File: src/rtl/redmule_mx_slot_arbiter_pkg.sv
// MX slot arbiter shared types.
// Stream select enum and exponent lane helpers.
package redmule_mx_slot_arbiter_pkg;

  typedef enum logic {
    MX_SEL_X = 1'b0,
    MX_SEL_W = 1'b1
  } mx_arb_sel_e;

  localparam int unsigned MX_EXP_LANE_W = 8;

  function automatic int unsigned mx_exp_rep(
    input int unsigned vec_w
  );
    return vec_w / MX_EXP_LANE_W;
  endfunction

endpackage

File: src/rtl/redmule_mx_slot_arbiter_if.sv
// Decoder-facing valid/ready stream.
// Carries one MX slot tagged X or W.
interface redmule_mx_slot_arbiter_if #(
  parameter int unsigned MX_DATA_W       = 256,
  parameter int unsigned MX_EXP_VECTOR_W = 32
);

  logic                       valid;
  logic                       ready;
  logic [MX_DATA_W-1:0]       data;
  logic [MX_EXP_VECTOR_W-1:0] exp;
  logic                       is_w;

  modport master (
    output valid,
    output data,
    output exp,
    output is_w,
    input  ready
  );

  modport slave (
    input  valid,
    input  data,
    input  exp,
    input  is_w,
    output ready
  );

endinterface

File: src/rtl/redmule_mx_slot_arbiter.sv
// Weighted round-robin X/W slot arbiter.
// Feeds one registered MX decode stage.
module redmule_mx_slot_arbiter
  import redmule_mx_slot_arbiter_pkg::*;
#(
  parameter int unsigned MX_DATA_W       = 256,
  parameter int unsigned MX_EXP_VECTOR_W = 32,
  parameter int unsigned W_PER_X         = 1
) (
  input  logic                       clk_i,
  input  logic                       rst_ni,
  input  logic                       clear_i,
  input  logic                       mx_enable_i,
  input  logic                       x_slot_valid_i,
  input  logic [MX_DATA_W-1:0]       x_slot_data_i,
  input  logic [7:0]                 x_slot_exp_i,
  input  logic                       w_slot_valid_i,
  input  logic [MX_DATA_W-1:0]       w_slot_data_i,
  input  logic [MX_EXP_VECTOR_W-1:0] w_slot_exp_i,
  output logic                       consume_x_slot_o,
  output logic                       consume_w_slot_o,
  redmule_mx_slot_arbiter_if.master  dec
);

  localparam int unsigned EXP_REP = mx_exp_rep(MX_EXP_VECTOR_W);
  localparam int unsigned CNT_W   = $clog2(W_PER_X + 1);
  localparam logic [CNT_W-1:0] CNT_LAST = CNT_W'(W_PER_X - 1);
  localparam logic [CNT_W-1:0] CNT_ONE  = CNT_W'(1);

  mx_arb_sel_e pref_q, pref_d;
  logic [CNT_W-1:0] cnt_q, cnt_d;

  logic load_en;
  logic gnt_x;
  logic gnt_w;

  logic                       out_valid_q;
  logic [MX_DATA_W-1:0]       out_data_q;
  logic [MX_EXP_VECTOR_W-1:0] out_exp_q;
  logic                       out_is_w_q;

  assign load_en = mx_enable_i & ~clear_i &
                   (~out_valid_q | dec.ready);

  // Preferred stream first, other stream as fallback.
  always_comb begin
    gnt_x = 1'b0;
    gnt_w = 1'b0;
    if (load_en) begin
      unique case (pref_q)
        MX_SEL_X: begin
          if (x_slot_valid_i)      gnt_x = 1'b1;
          else if (w_slot_valid_i) gnt_w = 1'b1;
        end
        MX_SEL_W: begin
          if (w_slot_valid_i)      gnt_w = 1'b1;
          else if (x_slot_valid_i) gnt_x = 1'b1;
        end
        default: ;
      endcase
    end
  end

  // Preference update; fallback grants leave it alone.
  always_comb begin
    pref_d = pref_q;
    cnt_d  = cnt_q;
    unique case (1'b1)
      clear_i: begin
        pref_d = MX_SEL_X;
        cnt_d  = '0;
      end
      (gnt_x && pref_q == MX_SEL_X): begin
        pref_d = MX_SEL_W;
        cnt_d  = '0;
      end
      (gnt_w && pref_q == MX_SEL_W): begin
        if (cnt_q == CNT_LAST) begin
          pref_d = MX_SEL_X;
          cnt_d  = '0;
        end else begin
          cnt_d = cnt_q + CNT_ONE;
        end
      end
      default: ;
    endcase
  end

  // Preference state register.
  always_ff @(posedge clk_i) begin
    if (!rst_ni) begin
      pref_q <= MX_SEL_X;
      cnt_q  <= '0;
    end else begin
      pref_q <= pref_d;
      cnt_q  <= cnt_d;
    end
  end

  // Output stage: load on grant, drain on ready.
  always_ff @(posedge clk_i) begin
    if (!rst_ni) begin
      out_valid_q <= 1'b0;
      out_data_q  <= '0;
      out_exp_q   <= '0;
      out_is_w_q  <= 1'b0;
    end else if (clear_i) begin
      out_valid_q <= 1'b0;
    end else if (load_en) begin
      out_valid_q <= gnt_x | gnt_w;
      if (gnt_x) begin
        out_data_q <= x_slot_data_i;
        out_exp_q  <= {EXP_REP{x_slot_exp_i}};
        out_is_w_q <= 1'b0;
      end else if (gnt_w) begin
        out_data_q <= w_slot_data_i;
        out_exp_q  <= w_slot_exp_i;
        out_is_w_q <= 1'b1;
      end
    end else if (dec.ready) begin
      out_valid_q <= 1'b0;
    end
  end

  assign consume_x_slot_o = gnt_x;
  assign consume_w_slot_o = gnt_w;

  assign dec.valid = out_valid_q;
  assign dec.data  = out_data_q;
  assign dec.exp   = out_exp_q;
  assign dec.is_w  = out_is_w_q;

endmodule

File: src/flat_wrapper.sv
// flat-port wrapper written by rule: the top's interface ports become plain ports
module redmule_mx_slot_arbiter_flat import redmule_mx_slot_arbiter_pkg::*;
#(
  parameter int unsigned MX_DATA_W       = 256,
  parameter int unsigned MX_EXP_VECTOR_W = 32,
  parameter int unsigned W_PER_X         = 1
)
  (clk_i, rst_ni, clear_i, mx_enable_i, x_slot_valid_i, x_slot_data_i, x_slot_exp_i, w_slot_valid_i, w_slot_data_i, w_slot_exp_i, consume_x_slot_o, consume_w_slot_o, dec_valid, dec_data, dec_exp, dec_is_w, dec_ready);
  redmule_mx_slot_arbiter_if #(.MX_DATA_W(MX_DATA_W), .MX_EXP_VECTOR_W(MX_EXP_VECTOR_W)) dec_i ();
  input  logic clk_i;
  input  logic rst_ni;
  input  logic clear_i;
  input  logic mx_enable_i;
  input  logic x_slot_valid_i;
  input  logic [MX_DATA_W-1:0] x_slot_data_i;
  input  logic [7:0] x_slot_exp_i;
  input  logic w_slot_valid_i;
  input  logic [MX_DATA_W-1:0] w_slot_data_i;
  input  logic [MX_EXP_VECTOR_W-1:0] w_slot_exp_i;
  output logic consume_x_slot_o;
  output logic consume_w_slot_o;
  output wire logic [$bits(dec_i.valid)-1:0] dec_valid;
  output wire logic [$bits(dec_i.data)-1:0] dec_data;
  output wire logic [$bits(dec_i.exp)-1:0] dec_exp;
  output wire logic [$bits(dec_i.is_w)-1:0] dec_is_w;
  input wire logic [$bits(dec_i.ready)-1:0] dec_ready;
  assign dec_valid = dec_i.valid;
  assign dec_data = dec_i.data;
  assign dec_exp = dec_i.exp;
  assign dec_is_w = dec_i.is_w;
  assign dec_i.ready = dec_ready;
  redmule_mx_slot_arbiter #(.MX_DATA_W(MX_DATA_W), .MX_EXP_VECTOR_W(MX_EXP_VECTOR_W), .W_PER_X(W_PER_X)) u_core (.clk_i(clk_i), .rst_ni(rst_ni), .clear_i(clear_i), .mx_enable_i(mx_enable_i), .x_slot_valid_i(x_slot_valid_i), .x_slot_data_i(x_slot_data_i), .x_slot_exp_i(x_slot_exp_i), .w_slot_valid_i(w_slot_valid_i), .w_slot_data_i(w_slot_data_i), .w_slot_exp_i(w_slot_exp_i), .consume_x_slot_o(consume_x_slot_o), .consume_w_slot_o(consume_w_slot_o), .dec(dec_i));
endmodule
File: config.mk
export PLATFORM = sky130hd
export DESIGN_NAME = redmule_mx_slot_arbiter_flat
export DESIGN_NICKNAME = d
export VERILOG_FILES = /design/src/rtl/redmule_mx_slot_arbiter_pkg.sv /design/src/rtl/redmule_mx_slot_arbiter_if.sv /design/src/rtl/redmule_mx_slot_arbiter.sv /design/src/flat_wrapper.sv
export SDC_FILE = /design/constraint.sdc
export NUM_CORES = 1
export LEC_CHECK = 0
export CORE_AREA = 3 3 332 334
export CTS_BUF_LIST = sky130_fd_sc_hd__clkbuf_8
export DETAILED_ROUTE_END_ITERATION = 12
export DIE_AREA = 0 0 335 337
export PLACE_DENSITY = 0.36
export SETUP_SLACK_MARGIN = 0.1
export SYNTH_ARGS = -nofsm -noshare
export SYNTH_HDL_FRONTEND = slang
export SYNTH_SLANG_ARGS = --single-unit
File: constraint.sdc
create_clock -name clk_i -period 2.7 [get_ports clk_i]
set_input_delay 0.405 -clock clk_i [delete_from_list [all_inputs] [get_ports clk_i]]
set_output_delay 0.405 -clock clk_i [all_outputs]
set_load 0.005 [all_outputs]
==> flow_summary.toml, run 1 <==
[run_status]
run_status = "completed"

[cts]
cts.root.buffer_cell = "sky130_fd_sc_hd__clkbuf_8"
clk-insertion-delay-late_ns = 0.68
tritoncts_clock_tree = "built"
htree_num_levels = 3
cts.sink_count = 291
cts_made_buffers = 67
clock_tree.buffer_depth = 3
postCtsHoldBufs = 0
clkSlewWorstSetupHoldPaths_ns = 0.06

[critical_path]
timing.setup.critical_path_class = "primary input to output port"
ff2ff_path_depth = 6
critical_path.n_buffers_inverters = 2
worst_ep_arrival_time_ns = 2.12
critical-path-max-stage-delay_ns = 0.60
worstPathMaxFanout = 2
setup.worst_path.start_class = "primary input"
cp-end-kind = "output port"
cp.required_ns = 2.30
cp.depth = 5
path_common_cell = "sky130_fd_sc_hd__clkdlybuf4s50_1"
worst_path_dominant_cell_family = "buffers and inverters"
crit_chain = "clkdlybuf4s50_1 > nor2b_4 > nand3_1 > nor2_1 > clkdlybuf4s50_1"
critPathSlowestCell = "sky130_fd_sc_hd__clkdlybuf4s50_1"

[detailed_routing]
drc = 0
ant_nets = 0
dr_total_vias = 23100
drt_iter0_markers = 1629
dr.pass1.iters = 6
postRouteWirelength_um = 116000
wire_per_inst_um = 27.4
dr_vias_cell = 5.44

[die]
die_w_um = 335
floorplan.die_area_um2 = 113000
die_height_um = 337
boundaryPins = 851
rows = 120
placeableCoreArea_um2 = 107000
initial_utilization_pct = 16.6

[power_and_ir_drop]
power_frac_clock_pct = 38.8
comb_power_share_pct = 25.8
power.density_cell_area_nw_per_um2 = 459
irDropWorstVdd_mv = 0.251
p_sw_uw = 4220
p_int_uw = 9320
power.sequential.fraction_pct = 35.3
static-leakage-power_uw = 0.00927
p_sw_share_pct = 31.1
finalPower_uw = 13500

[logic_synthesis]
synthesis.area_per_instance_um2 = 8.43
synth_area_leader_cell = "sky130_fd_sc_hd__dfxtp_1"
ys_top_cells_by_count = "291 x sky130_fd_sc_hd__dfxtp_1, 288 x sky130_fd_sc_hd__a311oi_1, 288 x sky130_fd_sc_hd__a31oi_1, 288 x sky130_fd_sc_hd__o41ai_1, 286 x sky130_fd_sc_hd__clkbuf_1"
yosys_warnings = 0
netlist.area_leader.share_pct = 32.7
synth_adder_area_share_pct = 0
synth_seq_area_share_pct = 32.7
synthXorXnorAreaFrac_pct = 0
synth.net_count = 2669
ys_async_sr_fraction_pct = 0
post-synth-top-count-cell = "sky130_fd_sc_hd__dfxtp_1"
mappedNetlistArea_um2 = 17800
post_synth_num_cell_types = 29
post_synth_inst_count = 2110
post_synth_main_area_contributors = "sky130_fd_sc_hd__dfxtp_1 33%, sky130_fd_sc_hd__a311oi_1 14%, sky130_fd_sc_hd__o41ai_1 14%"
synth-simple-area-share_pct = 17.3
ys_seq_elements = 291
synth_top_family_by_area = "compound AO/OA/AOI/OAI gates"
synth_mux_area_share_pct = 0
synth_compound_area_share_pct = 38.7
dominantRegCellSynth = "sky130_fd_sc_hd__dfxtp_1"
synth_enable_flop_cells = 0

[final_layout]
stdcell_area_um2 = 29500
drive_above_1_share_pct = 9.61
num-fill-cells = 11500
syn2layout_area_growth_pct = 65.9
final_cells = 4245
layout.nets = 3344

[timing]
period_needed_ns = 2.52
finalHoldViolations = 0
fin_crit_sh_pct = 93.3
finClkSkew_ns = 0.0319
holdWs_ns = 0.254
unrepaired_setup_endpoints_after_global_routing = "no"
achievable-frequency_mhz = 397
number_of_max_slew_violations_in_the_final_report = 0
tns_ns = 0
max-slew-margin-rel_pct = 44.6
timing_worst_slew_pin_value_ns = 0.820
report.final.setup_viol = 0

[run]
max_capacitance_violation_total = 0

[placement]
gp_routability_congestion = 0.826
dp_hpwl_um = 82100
port_buffers = 850
dpl_cell_area_um2 = 28100
cell_count_after_placement = 4119

[worst_hold_path]
worst_hold_path_type = "primary input to flop"
timing.hold.worst_path_depth = 4

[global_route]
grt_start_max_net_pins = 106
number_of_antenna_violations_at_the_first_check_in_global_routing = 23
first_pass_grt_wire_length_um = 168000
grt_pass1_vias = 23400
grt_util_all_layers_pct = 19.4
residual_overflow_from_global_routing = 0
[worst reg2reg max path: cells and delay by family, from the launching register on]
kind	cells	cell delay, ns
AOI/OAI and AO/OA	2	0.90
and+or+nand+nor	1	0.19
DFF	1	0.40
buffers and inverters	3	0.65
[placed cells by master, fill, tap and decap left out, types with 3 or more instances in the layout]
master	netlist	final
sky130_fd_sc_hd__clkinv_2	0	3
sky130_fd_sc_hd__o41ai_1	288	288
sky130_fd_sc_hd__buf_12	0	66
sky130_fd_sc_hd__clkbuf_8	0	83
sky130_fd_sc_hd__diode_2	0	11
sky130_fd_sc_hd__inv_1	3	25
sky130_fd_sc_hd__a311oi_1	288	288
sky130_fd_sc_hd__nand2_1	264	264
sky130_fd_sc_hd__buf_4	3	96
sky130_fd_sc_hd__or4_4	5	5
sky130_fd_sc_hd__inv_6	0	3
sky130_fd_sc_hd__a31oi_1	288	288
sky130_fd_sc_hd__or4_1	259	259
sky130_fd_sc_hd__dfxtp_1	291	290
sky130_fd_sc_hd__clkdlybuf4s50_1	0	848
[area by class of cell]
type                            count  area [um^2]  share of cell area (%)
Tap cell                         1403         1760                    5.95
Inverter                            4         30.0                   0.102
Antenna cell                       11         27.5                  0.0933
Sequential cell                   291         5830                    19.7
Timing Repair Buffer             1012        10600                    35.8
Clock inverter                     32          173                   0.585
Clock buffer                       83         1140                    3.87
Multi-Input combinational cell   1409        10000                    33.9
[state kept, by name, summed over array words and instances, names as in the netlist]
| signal | flops |
|---|---|
| u_core.dec.is_w | 1 |
| u_core.dec.valid | 1 |
| u_core.dec.exp | 32 |
| u_core.dec.data | 256 |
| u_core.pref_q | 1 |
[power groups by stage]
stage                     Clock, uW  Sequential (uW)  Combinational, uW
after floorplan                   0             4840               1280
after global placement            0             4860               3500
after detailed placement          0             4870               3500
after CTS                      5500             4780               3520
after global routing           5660             4810               3740
final                          5260             4780               3500
[per-stage QoR]
stage          utilization, %  worst slack (ns)
4_1_cts                  27.5             0.122
3_3_place_gp             26.3            -0.171
5_1_grt                  27.5             0.110
3_5_place_dp             26.3            -0.106
6_report                 27.5             0.180
2_1_floorplan               -             0.982
[worst paths after layout]
kind,start,to,slack [ns]
worst min-delay path,x_slot_valid_i,u_core.dec.data[9]$_SDFFE_PN0P_,0.25
worst max-delay path,mx_enable_i,consume_x_slot_o,0.18
worst min register to register,u_core.pref_q$_SDFFE_PN0P_,u_core.pref_q$_SDFFE_PN0P_,0.52
worst max register to register,u_core.dec.valid$_SDFFE_PP0P_,u_core.dec.data[124]$_SDFFE_PN0P_,0.44
[per-layer routing]
layer / track usage, % / routed length, um
met1: 24.1 / 47500
met2: 32.4 / 55700
met3: 5.81 / 10300
met4: 5.94 / 2700
met5: 0 / 147
[repair_timing]
action,in CTS,in global routing
hold endpoints to repair,0,0
endpoints found under the setup margin,2,0
resized for setup,4,0
setup buffers,0,0
[logic make-up (layout without fill, tap and decap cells)]
logic type      after synthesis  in the layout
compound gates              868            868
buf+inv                     410           1131
flops                       291            291
other cells                   0             11
simple gates                541            541
Power figures use the tool's default switching activity.
==> inputs of run 2 (changes only) <==
--- a/config.mk
+++ b/config.mk
@@ -5,11 +5,13 @@
 export SDC_FILE = /design/constraint.sdc
 export NUM_CORES = 1
 export LEC_CHECK = 0
-export CORE_AREA = 3 3 332 334
+export CELL_PAD_IN_SITES_DETAIL_PLACEMENT = 1
+export CELL_PAD_IN_SITES_GLOBAL_PLACEMENT = 2
+export CORE_AREA = 3 3 333 335
 export CTS_BUF_LIST = sky130_fd_sc_hd__clkbuf_8
 export DETAILED_ROUTE_END_ITERATION = 12
-export DIE_AREA = 0 0 335 337
-export PLACE_DENSITY = 0.36
+export DIE_AREA = 0 0 336 338
+export PLACE_DENSITY = 0.59
 export SETUP_SLACK_MARGIN = 0.1
 export SYNTH_ARGS = -nofsm -noshare
 export SYNTH_HDL_FRONTEND = slang
==> constraint.sdc (replaced) <==
create_clock -name clk_i -period 2.7 [get_ports clk_i]
set_input_delay 0.81 -clock clk_i [delete_from_list [all_inputs] [get_ports clk_i]]
set_output_delay 0.81 -clock clk_i [all_outputs]
set_load 0.005 [all_outputs]
==> flow_summary.toml, run 2 (synthesis gave the netlist of run 1 again) <==
[critical_path]
path_common_cell = "sky130_fd_sc_hd__buf_6"
worst_ep_arrival_time_ns = 1.92
worstPathMaxFanout = 4
timing.setup.critical_path_class = "primary input to output port"
critical-path-max-stage-delay_ns = 0.44
critical_path.n_buffers_inverters = 4
worst_r2r_startpoint = "u_core.dec.valid$_SDFFE_PP0P_"
cp.required_ns = 1.89
critPathSlowestCell = "sky130_fd_sc_hd__nor4_4"
setup.worst_path.start_class = "primary input"
worst_path_dominant_cell_family = "simple AND/OR/NAND/NOR gates"
worst_setup_path_startpoint = "clear_i"
crit_chain = "buf_6 > buf_6 > nand2b_4 > nor4_4 > buf_6 > buf_6"
cp-end-kind = "output port"

[timing]
achievable-frequency_mhz = 366
holdWs_ns = 0.437
report.final.setup_viol = 1
timing_worst_slew_pin_value_ns = 1.57
period_needed_ns = 2.73
unrepaired_setup_endpoints_after_global_routing = "yes"
max-slew-margin-rel_pct = -4.60
finalHoldViolations = 0
fin_crit_sh_pct = 101
tns_ns = -0.0292
number_of_max_slew_violations_in_the_final_report = 43
finClkSkew_ns = 0.0344
fin_ws_ns = -0.0292

[final_layout]
num-fill-cells = 12500
largest_register_ffs = 256
final_cell_mix = "842 x sky130_fd_sc_hd__clkdlybuf4s50_1, 288 x sky130_fd_sc_hd__o41ai_1, 288 x sky130_fd_sc_hd__a31oi_1, 288 x sky130_fd_sc_hd__a311oi_1, 286 x sky130_fd_sc_hd__dfxtp_1"
multi_input_area_um2 = 10000
syn2layout_area_growth_pct = 65.3
drive_above_1_share_pct = 9.98
layout.nets = 3350
final_cells = 4265
regArea_um2 = 5830
most_common_cell_after_layout_fill_and_taps_aside = "sky130_fd_sc_hd__clkdlybuf4s50_1"

[power_and_ir_drop]
finalPower_uw = 13400
irDropWorstVdd_mv = 0.232
static-leakage-power_uw = 0.00927
power.density_cell_area_nw_per_um2 = 456

[detailed_routing]
dr_vias_cell = 5.42
postRouteWirelength_um = 113000
ant_nets = 0
drt_iter0_markers = 1305
dr_total_vias = 23100
dr.pass1.iters = 5
wire_per_inst_um = 26.5
drc = 0

[global_route]
residual_overflow_from_global_routing = 0
first_pass_grt_wire_length_um = 163000
grt_pass1_vias = 24200
number_of_antenna_violations_at_the_first_check_in_global_routing = 24
grt_start_max_net_pins = 170
grt_util_all_layers_pct = 18.6

[die]
floorplan.die_area_um2 = 114000
die_height_um = 338
die_w_um = 336
initial_utilization_pct = 16.4
rows = 121
placeableCoreArea_um2 = 108000
boundaryPins = 851

[run_status]
run_status = "finished with violations"
failed_checks = "slew limit, setup timing"

[placement]
port_buffers = 850
detailedPlace.worstSlack_ns = -1.28
gp_routability_congestion = 0.810
dp_hpwl_um = 78300
cell_count_after_placement = 4135

[cts]
postCtsHoldBufs = 0
cts.sink_count = 291
clk-insertion-delay-late_ns = 0.68
clkSlewWorstSetupHoldPaths_ns = 0.05
tritoncts_clock_tree = "built"
cts.root.buffer_cell = "sky130_fd_sc_hd__clkbuf_8"
htree_num_levels = 3
clock_tree.buffer_depth = 3
cts_made_buffers = 67

[worst_hold_path]
worst_hold_path_type = "primary input to flop"
worst_hold_startpoint = "clear_i"

[run]
max_capacitance_violation_total = 0
==> run 2: path summary, 6_finish.rpt <==
check                                     end  slack, ns  cells after the start
min reg2reg        u_core.pref_q$_SDFFE_PN0P_       0.54                      2
min             u_core.dec.valid$_SDFFE_PP0P_       0.44                      3
max                          consume_w_slot_o      -0.03                      6
max reg2reg  u_core.dec.data[50]$_SDFFE_PN0P_       0.59                      6
==> run 2: timing repair <==
item / CTS / global route
resized for setup: 32 / 4
buffers inserted: 0 / 1
pin swaps: 1 / 1
setup endpoints to repair: 8 / 1
==> run 2: area by class of cell <==
cell class                      instances  area share, %
Antenna cell                           16          0.136
Clock inverter                         32          0.570
Tap cell                             1414           6.02
Inverter                                4          0.102
Multi-Input combinational cell       1409           34.0
Clock buffer                           81           3.79
Timing Repair Buffer                 1018           35.5
Sequential cell                       291           19.8
==> run 2: report_power, final <==
part	total [uW]	switching, uW	internal [uW]
Clock	5160	2370	2790
Combinational	3450	1580	1870
Sequential	4780	192	4590
==> run 2: worst min-delay path: stages <==
cell	delay, ns
sky130_fd_sc_hd__buf_6	0.07
sky130_fd_sc_hd__buf_6	0.11
sky130_fd_sc_hd__nor3_1	0.05
==> run 2: routing by layer <==
| layer | vias up | share of wire, % | GRT usage (%) |
|---|---|---|---|
| met5 | - | 0.080 | 0 |
| met4 | 14 | 2.8 | 7.18 |
| met3 | 162 | 7.2 | 5.01 |
| met2 | 814 | 49 | 31.8 |
| met1 | 11800 | 41 | 22.2 |
| li1 | 10300 | - | - |
==> run 2: per-stage QoR <==
step           area, um^2  utilization, %
2_1_floorplan       17800               -
3_3_place_gp        28000            25.9
5_1_grt             29400            27.1
4_1_cts             29300            27.1
6_report            29400            27.1
3_5_place_dp        28000            25.9
==> inputs of run 3 (changes only) <==
--- a/config.mk
+++ b/config.mk
@@ -7,12 +7,13 @@
 export LEC_CHECK = 0
 export CELL_PAD_IN_SITES_DETAIL_PLACEMENT = 1
 export CELL_PAD_IN_SITES_GLOBAL_PLACEMENT = 2
-export CORE_AREA = 3 3 333 335
+export CORE_AREA = 3 3 332 334
 export CTS_BUF_LIST = sky130_fd_sc_hd__clkbuf_8
 export DETAILED_ROUTE_END_ITERATION = 12
-export DIE_AREA = 0 0 336 338
-export PLACE_DENSITY = 0.59
-export SETUP_SLACK_MARGIN = 0.1
+export DIE_AREA = 0 0 335 337
+export DONT_BUFFER_PORTS = 1
+export PLACE_DENSITY = 0.41
+export SETUP_SLACK_MARGIN = 0.15
 export SYNTH_ARGS = -nofsm -noshare
 export SYNTH_HDL_FRONTEND = slang
 export SYNTH_SLANG_ARGS = --single-unit
==> flow_summary.toml, run 3 (synthesis gave the netlist of run 1 again) <==
[run_status]
run_status = "completed"

[global_route]
residual_overflow_from_global_routing = 0
grt_start_max_net_pins = 269
grt_pass1_vias = 20300
number_of_antenna_violations_at_the_first_check_in_global_routing = 21
grt_util_all_layers_pct = 17.5
first_pass_grt_wire_length_um = 151000

[timing]
tns_ns = 0
period_needed_ns = 2.47
finalHoldViolations = 0
unrepaired_setup_endpoints_after_global_routing = "yes"
report.final.setup_viol = 0
timing_worst_slew_pin_value_ns = 0.888
fin_crit_sh_pct = 91.4
holdWs_ns = 0.245
achievable-frequency_mhz = 405
max-slew-margin-rel_pct = 40.8
number_of_max_slew_violations_in_the_final_report = 0
finClkSkew_ns = 0.0290

[die]
die_height_um = 337
floorplan.die_area_um2 = 113000
die_w_um = 335
boundaryPins = 851
rows = 120
placeableCoreArea_um2 = 107000
initial_utilization_pct = 16.6

[critical_path]
setup.worst_path.start_class = "flop"
cp-end-kind = "output port"
critical_path.n_buffers_inverters = 1
crit_chain = "nor2b_4 > nor4_4 > buf_2"
timing.setup.critical_path_class = "flop to output port"
cp.required_ns = 1.89
worst_ep_arrival_time_ns = 1.66
worst_path_dominant_cell_family = "simple AND/OR/NAND/NOR gates"
critical-path-max-stage-delay_ns = 0.37
worstPathMaxFanout = 3
critPathSlowestCell = "sky130_fd_sc_hd__dfxtp_4"

[final_layout]
largest_register_ffs = 256
syn2layout_area_growth_pct = 15.7
final_cell_mix = "290 x sky130_fd_sc_hd__dfxtp_1, 288 x sky130_fd_sc_hd__o41ai_1, 288 x sky130_fd_sc_hd__a31oi_1, 288 x sky130_fd_sc_hd__a311oi_1, 264 x sky130_fd_sc_hd__nand2_1"
num-fill-cells = 12600
stdcell_area_um2 = 20600
regArea_um2 = 5830
drive_above_1_share_pct = 13.1
most_common_cell_after_layout_fill_and_taps_aside = "sky130_fd_sc_hd__dfxtp_1"
multi_input_area_um2 = 10000
layout.nets = 2486

[cts]
postCtsHoldBufs = 0
clock_tree.buffer_depth = 3
htree_num_levels = 3
tritoncts_clock_tree = "built"
cts.sink_count = 291
cts_made_buffers = 67
cts.root.buffer_cell = "sky130_fd_sc_hd__clkbuf_8"
clkSlewWorstSetupHoldPaths_ns = 0.06
clk-insertion-delay-late_ns = 0.66

[detailed_routing]
drt_iter0_markers = 1240
drc = 0
postRouteWirelength_um = 106000
dr_vias_cell = 5.85
dr.pass1.iters = 5
ant_nets = 0
dr_total_vias = 19800
wire_per_inst_um = 31.4

[placement]
port_buffers = 0
dpl_cell_area_um2 = 19300
gp_routability_congestion = 0.797
dp_hpwl_um = 72200

[power_and_ir_drop]
power.density_cell_area_nw_per_um2 = 571
static-leakage-power_uw = 0.00588
irDropWorstVdd_mv = 0.238

[run]
max_capacitance_violation_total = 0

[worst_hold_path]
worst_hold_path_type = "primary input to flop"
## run 3: routing by layer
layer | GRT usage, % | wire length (um) | part of all wire [%]
met1 | 20.1 | 40900 | 38
met2 | 29.9 | 52700 | 50
met3 | 6.24 | 9950 | 9.4
met4 | 6.38 | 2870 | 2.7
met5 | 0 | 0 | 0
## run 3: final timing paths
kind	start	end	slack, ns	depth (start not counted)
max	u_core.dec.valid$_SDFFE_PP0P_	consume_w_slot_o	0.23	3
max reg2reg	u_core.dec.valid$_SDFFE_PP0P_	u_core.dec.data[130]$_SDFFE_PN0P_	0.51	6
min reg2reg	u_core.pref_q$_SDFFE_PN0P_	u_core.pref_q$_SDFFE_PN0P_	0.54	2
min	clear_i	u_core.dec.valid$_SDFFE_PP0P_	0.24	1
## run 3: worst reg2reg max path, cell delays in order, from the launching register on
cell and delay, ns:
sky130_fd_sc_hd__dfxtp_4 0.37, sky130_fd_sc_hd__nor2b_4 0.16, sky130_fd_sc_hd__buf_4 0.14, sky130_fd_sc_hd__buf_12 0.18
sky130_fd_sc_hd__buf_12 0.27, sky130_fd_sc_hd__o41ai_1 0.73, sky130_fd_sc_hd__a311oi_1 0.19
## run 3: cell type report
| type | count | share of cell area [%] |
|---|---|---|
| inverters | 4 | 0.146 |
| diodes | 20 | 0.243 |
| multi-input cells | 1409 | 48.6 |
| clock buffers | 80 | 5.35 |
| clock inverters | 30 | 0.614 |
| well taps | 1403 | 8.53 |
| repair buffers | 154 | 8.22 |
| flip-flops and latches | 291 | 28.3 |
## run 3: stage by stage
stage | total power (uW) | util, % | worst slack [ns] | instances
floorplan | 6120 | - | 0.195 | 2110
global placement | 6780 | 18.0 | 0.131 | 3257
detailed placement | 6820 | 18.0 | 0.100 | 3257
CTS | 12000 | 19.1 | 0.112 | 3368
global route | 12400 | 19.2 | 0.112 | 3391
finish | 11800 | 19.2 | 0.233 | 3391
## run 3: timing repair
item,4_1_cts,5_1_grt
setup buffers,1,3
pin swaps,1,1
gates resized for setup,4,2
setup endpoints to repair,2,1
hold endpoints to repair,0,0
## run 3: where the power goes
group	internal, uW	switching, uW	leakage (uW)	total (uW)
sequential	4590	337	0.00239	4920
clock	2650	2380	0.000717	5030
combinational	690	1110	0.00277	1800
total	7930	3830	0.00588	11800
==> patch 1 (flow settings as in run 3) <==
`MX_EXP_VECTOR_W` is set to 32 in 3 places; all go to 64.
--- a/src/rtl/redmule_mx_slot_arbiter_if.sv
+++ b/src/rtl/redmule_mx_slot_arbiter_if.sv
@@ -2,7 +2,7 @@
 // Carries one MX slot tagged X or W.
 interface redmule_mx_slot_arbiter_if #(
   parameter int unsigned MX_DATA_W       = 256,
-  parameter int unsigned MX_EXP_VECTOR_W = 32
+  parameter int unsigned MX_EXP_VECTOR_W = 64
 );
 
   logic                       valid;
--- a/src/rtl/redmule_mx_slot_arbiter.sv
+++ b/src/rtl/redmule_mx_slot_arbiter.sv
@@ -4,7 +4,7 @@
   import redmule_mx_slot_arbiter_pkg::*;
 #(
   parameter int unsigned MX_DATA_W       = 256,
-  parameter int unsigned MX_EXP_VECTOR_W = 32,
+  parameter int unsigned MX_EXP_VECTOR_W = 64,
   parameter int unsigned W_PER_X         = 1
 ) (
   input  logic                       clk_i,
--- a/src/flat_wrapper.sv
+++ b/src/flat_wrapper.sv
@@ -2,7 +2,7 @@
 module redmule_mx_slot_arbiter_flat import redmule_mx_slot_arbiter_pkg::*;
 #(
   parameter int unsigned MX_DATA_W       = 256,
-  parameter int unsigned MX_EXP_VECTOR_W = 32,
+  parameter int unsigned MX_EXP_VECTOR_W = 64,
   parameter int unsigned W_PER_X         = 1
 )
   (clk_i, rst_ni, clear_i, mx_enable_i, x_slot_valid_i, x_slot_data_i, x_slot_exp_i, w_slot_valid_i, w_slot_data_i, w_slot_exp_i, consume_x_slot_o, consume_w_slot_o, dec_valid, dec_data, dec_exp, dec_is_w, dec_ready);
Ports: changed (resized dec_exp and w_slot_exp_i); port bits go from 851 to 915. No check against the original RTL was run, so the function may have changed too.
==> patch 1 against run 3 <==
  * Sequential power increased by 12%
  * Critical endpoint unchanged
  * Power up 13%
  * Design area increased by 8.6%
  * Highest routed layer is now met5
  * Area after synthesis is 8.0% higher
  * Count of clock-buffer cells in the layout up 11
  * Sequential cell count grew 32
  * Wire length up 13%
  * Worst setup slack worse by 0.12 ns
  * Critical path depth up 1
  * Combinational power is 9% higher
==> patch 1: results (changes against run 3) <==
| Metric | Value |
|---|---|
| Final HPWL DP | `81500 um (was 72200 um)` |
| Ys async rst share | `0% (unchanged)` |
| Synth area leaders | `dfxtp_1, a311oi_1, o41ai_1 (unchanged)` |
| DRT Pass-1 Iters | `5 (unchanged)` |
| Grt met2 use | `33.2% (was 29.9%)` |
| Fillers | `12502 (was 12574)` |
| DR WL/cell | `33.9 um (was 31.4 um)` |
| Flop2flop setup slack | `0.56 ns (was 0.51 ns)` |
| Drt initial violations | `1450 (was 1240)` |
| Synth cell count leaders | `clkbuf_1, dfxtp_1, a311oi_1, a31oi_1, o41ai_1 (was dfxtp_1, a311oi_1, a31oi_1, o41ai_1, clkbuf_1)` |
| Pre-CTS setup slack | `0.0383 ns (was 0.100 ns)` |
| Total wire length | `120000 um (was 106000 um)` |
| Layout cell share with drive strength beyond 1 | `12.4% (was 13.1%)` |
| Placed Area | `20800 um^2 (was 19300 um^2)` |
| Ys Warns | `0 (unchanged)` |
| GR Util met1 | `22.5% (was 20.1%)` |
| GR Util met3 | `8.00% (was 6.24%)` |
| Status | `completed (unchanged)` |
| Skew final | `0.0309 ns (was 0.0290 ns)` |
| Max clock buf depth | `3 (unchanged)` |
| Cell with the most instances after synthesis | `clkbuf_1 (was dfxtp_1)` |
| Register-to-Register Path Depth | `6 (unchanged)` |
| Post-placement cell count | `3383 (was 3257)` |
| First-pass GRT wire length | `169000 um (was 151000 um)` |
| Avg Inst Size Synth | `8.43 um^2 (about the same)` |
| Setup ws final | `0.109 ns (was 0.233 ns)` |
| RR Endpoint | `u_core.dec.exp[13] (was u_core.dec.data[130])` |
| WHS | `0.201 ns (was 0.245 ns)` |
| Largest net degree at the start of global routing | `269 (unchanged)` |
| Syn nets | `2870 (was 2669)` |
| Reg2reg start | `u_core.dec.valid (unchanged)` |
| Vias | `21458 (was 19829)` |
| Number of flip-flops in the largest register | `256 (unchanged)` |
| Pwr Density | `592 nW/um^2 (was 571 nW/um^2)` |
| Power Sequential | `5.49 mW (was 4.92 mW)` |
| Worst slew pin tran | `0.895 ns (was 0.888 ns)` |
| Seq/Total Area, Yosys | `33.6% (was 32.7%)` |
| Sw Ratio | `32.9% (was 32.6%)` |
| Overall global routing resource usage | `19.9% (was 17.5%)` |
| Vias in the first global route | `21996 (was 20304)` |
| Hold path depth | `1 (unchanged)` |
| Layout net count | `2651 (was 2486)` |
| Gp weighted congestion | `0.801 (was 0.797)` |
| # Post-CTS Setup Buffers | `2 (was 1)` |
| CP arrival | `1.78 ns (was 1.66 ns)` |
| Worst-Skew Late Latency | `0.69 ns (was 0.66 ns)` |
| Peak VDD IR | `0.262 mV (was 0.238 mV)` |
| Pleak | `6.42 nW (was 5.88 nW)` |
| Comb pwr share | `14.8% (was 15.4%)` |
| Initial antenna violation count | `37 (was 21)` |
| CTS buffer count | `75 (was 67)` |
patch 1: changes by cell type in the layout (fill, tap and decap cells not counted), sizes merged:
cell and change:
a311oi +32, a31oi +32, clkbuf +11, clkinvlp -2, inv +12, diode +7
o41ai +32, dfxtp +32, buf -3
patch 1: metal layers:
layer / up-vias / wire length [um]
li1: 9299 / -
met1: 10955 / 46000
met2: 986 / 58100
met3: 200 / 11800
met4: 18 / 4220
met5: - / 137
patch 1: cells by family (layout without fill, tap and decap cells):
kind of cell / Yosys count / after routing / share of synthesized area, %
DFF: 323 / 323 / 33.6
buffers and inverters: 451 / 286 / 10.6
AOI/OAI and AO/OA: 964 / 964 / 39.7
and+or+nand+nor: 541 / 541 / 16.0
other: 0 / 27 / 0
patch 1: final cells by class:
cell class	count	area, um^2	area share, %
Multi-Input combinational cell	1505	10700	48.1
Sequential cell	323	6470	28.9
Timing Repair Buffer	151	1840	8.22
Tap cell	1403	1760	7.85
Clock buffer	91	1250	5.60
Clock inverter	40	193	0.862
Antenna cell	27	67.6	0.302
Inverter	4	30.0	0.134
patch 1: critical path, cell delays in order (launching register included):
cell	delay, ns
dfxtp_4	0.36
nor2b_4	0.14
nor4_4	0.32
buf_4	0.18
buf_6	0.08
patch 1: worst max-delay path by stage:
stage / to / startpoint / cells past startpoint
2_1_floorplan: consume_x_slot_o / w_slot_valid_i / 6
3_3_place_gp: consume_w_slot_o / clear_i / 4
3_5_place_dp: consume_w_slot_o / clear_i / 4
4_1_cts: consume_w_slot_o / u_core.dec.valid / 4
5_1_grt: consume_w_slot_o / u_core.dec.valid / 4
6_report: consume_w_slot_o / u_core.dec.valid / 4
==> patch 2 (settings of run 3) <==
Without the edit above. Make the reset (`rst_ni`) asynchronous in 2 clocked blocks.
--- a/src/rtl/redmule_mx_slot_arbiter.sv
+++ b/src/rtl/redmule_mx_slot_arbiter.sv
@@ -87,7 +87,7 @@
   end
 
   // Preference state register.
-  always_ff @(posedge clk_i) begin
+  always_ff @(posedge clk_i or negedge rst_ni) begin
     if (!rst_ni) begin
       pref_q <= MX_SEL_X;
       cnt_q  <= '0;
@@ -98,7 +98,7 @@
   end
 
   // Output stage: load on grant, drain on ready.
-  always_ff @(posedge clk_i) begin
+  always_ff @(posedge clk_i or negedge rst_ni) begin
     if (!rst_ni) begin
       out_valid_q <= 1'b0;
       out_data_q  <= '0;
Function: changed (Yosys sat finds a counterexample within 4 cycles, from zero or initial values and one cycle with rst_ni low; the reset may be asserted at any time).
==> patch 2 against run 3 <==
  * The flow now finishes with violations (hold timing)
  * Wire length rose by 3.8%
  * Area after synthesis rose by 1.8%
  * Design area rose by 3.3%
  * First-iteration DRC count fell by 9.4%
  * Sequential cell count did not move
  * Worst setup slack got worse by 0.0020 ns
  * Sequential share of layout area rose by 5.9 points
  * Combinational power rose by 27%
  * Sequential power rose by 26%
  * Die area did not move
  * Power rose by 19%
  * Critical path depth fell by 1
  * Largest cell class unchanged
  * Largest power group is now registers
==> patch 2: results (changes against run 3) <==
| Metric | Value |
|---|---|
| Max-slew headroom | `34.6% (was 40.8%)` |
| Worst Setup SP | `x_slot_valid_i (was u_core.dec.valid)` |
| Synth cell count leaders | `a31oi_1, dfrtp_1, o41ai_1 (was dfxtp_1, a311oi_1, a31oi_1, o41ai_1, clkbuf_1)` |
| Fin. Hold Viols | `163 (was 0)` |
| Largest net degree at the start of global routing | `292 (was 269)` |
| Multiplexer share of the synthesized area | `0% (unchanged)` |
| WHS | `-0.146 ns (was 0.245 ns)` |
| Violations in the final reports | `hold timing` |
| Ys async rst share | `100% (was 0%)` |
| DR WL/cell | `32.7 um (was 31.4 um)` |
| Sw Ratio | `35.3% (was 32.6%)` |
| P_clk | `5.53 mW (was 5.03 mW)` |
| Main synth FF type | `dfrtp_1 (was dfxtp_1)` |
| Power Sequential | `6.20 mW (was 4.92 mW)` |
| Distinct cells, synth | `26 (was 29)` |
| Grt met2 use | `31.6% (was 29.9%)` |
| Status | `complete, but fails checks (was completed)` |
| Met3 WL | `8970 um (was 9950 um)` |
| Pleak | `6.98 nW (was 5.88 nW)` |
| Slowest-stage cell, CP | `nor4_4 (was dfxtp_4)` |
| Vias/cell | `5.75 (was 5.85)` |
| WL met2 | `55800 um (was 52700 um)` |
| Post-CTS sizing | `1 (was 4)` |
| Crit path largest cell delay | `0.39 ns (was 0.37 ns)` |
| Worst setup path end | `consume_x_slot_o (was consume_w_slot_o)` |
| Seq/Total Area, Yosys | `40.2% (was 32.7%)` |
| Layout cell share with drive strength beyond 1 | `12.1% (was 13.1%)` |
| Reg2reg start | `u_core.dec.valid (unchanged)` |
| First-pass GRT wire length | `156000 um (was 151000 um)` |
| Fillers | `12434 (was 12574)` |
| Flop2flop setup slack | `0.34 ns (was 0.51 ns)` |
| CP Max Fanout | `267 (was 3)` |
| NetSw | `4.94 mW (was 3.83 mW)` |
| GR Util met1 | `21.3% (was 20.1%)` |
| Layout net count | `2460 (was 2486)` |
| Synth Area in Compound Gates | `34.0% (was 38.7%)` |
| # Post-CTS Setup Buffers | `3 (was 1)` |
| Peak VDD IR | `0.239 mV (was 0.238 mV)` |
| Final HPWL DP | `73200 um (was 72200 um)` |
| Worst Hold Class | `in2async (was in2reg)` |
| CTS buffer count | `72 (was 67)` |
| Gp weighted congestion | `0.824 (was 0.797)` |
| Synth area leaders | `dfrtp_1, a31oi_1, o41ai_1 (was dfxtp_1, a311oi_1, o41ai_1)` |
| Vias in the first global route | `19911 (was 20304)` |
| Met1 WL | `42300 um (was 40900 um)` |
| RR Endpoint | `u_core.dec.exp[23] (was u_core.dec.data[130])` |
| Drt initial violations | `1123 (was 1240)` |
[patch 2: cell count changes in the layout (fill, tap and decap cells not counted), moves of 4 or more]
| cell | before | now |
|---|---|---|
| buf_12 | 43 | 39 |
| buf_4 | 110 | 85 |
| a311oi_1 | 288 | 0 |
| clkbuf_8 | 80 | 90 |
| dfrtp_1 | 0 | 291 |
| a31oi_1 | 288 | 578 |
| inv_1 | 27 | 34 |
| dfxtp_1 | 290 | 0 |
[patch 2: per-stage QoR]
step,cell area (um^2),setup WS [ns],utilization [%],cells
global placement,19700,0.227,18.4,3225
global route,21300,0.110,19.8,3375
floorplan,18100,0.157,-,2075
finish,21300,0.231,19.8,3377
detailed placement,19700,0.230,18.4,3225
CTS,21200,0.0980,19.8,3359
[patch 2: layout make-up]
type | count | share of cell area (%)
multi-input cells | 1409 | 43.7
flip-flops and latches | 291 | 34.2
well taps | 1403 | 8.26
repair buffers | 126 | 6.98
clock buffers | 90 | 5.83
clock inverters | 39 | 0.765
diodes | 18 | 0.212
inverters | 1 | 0.0530
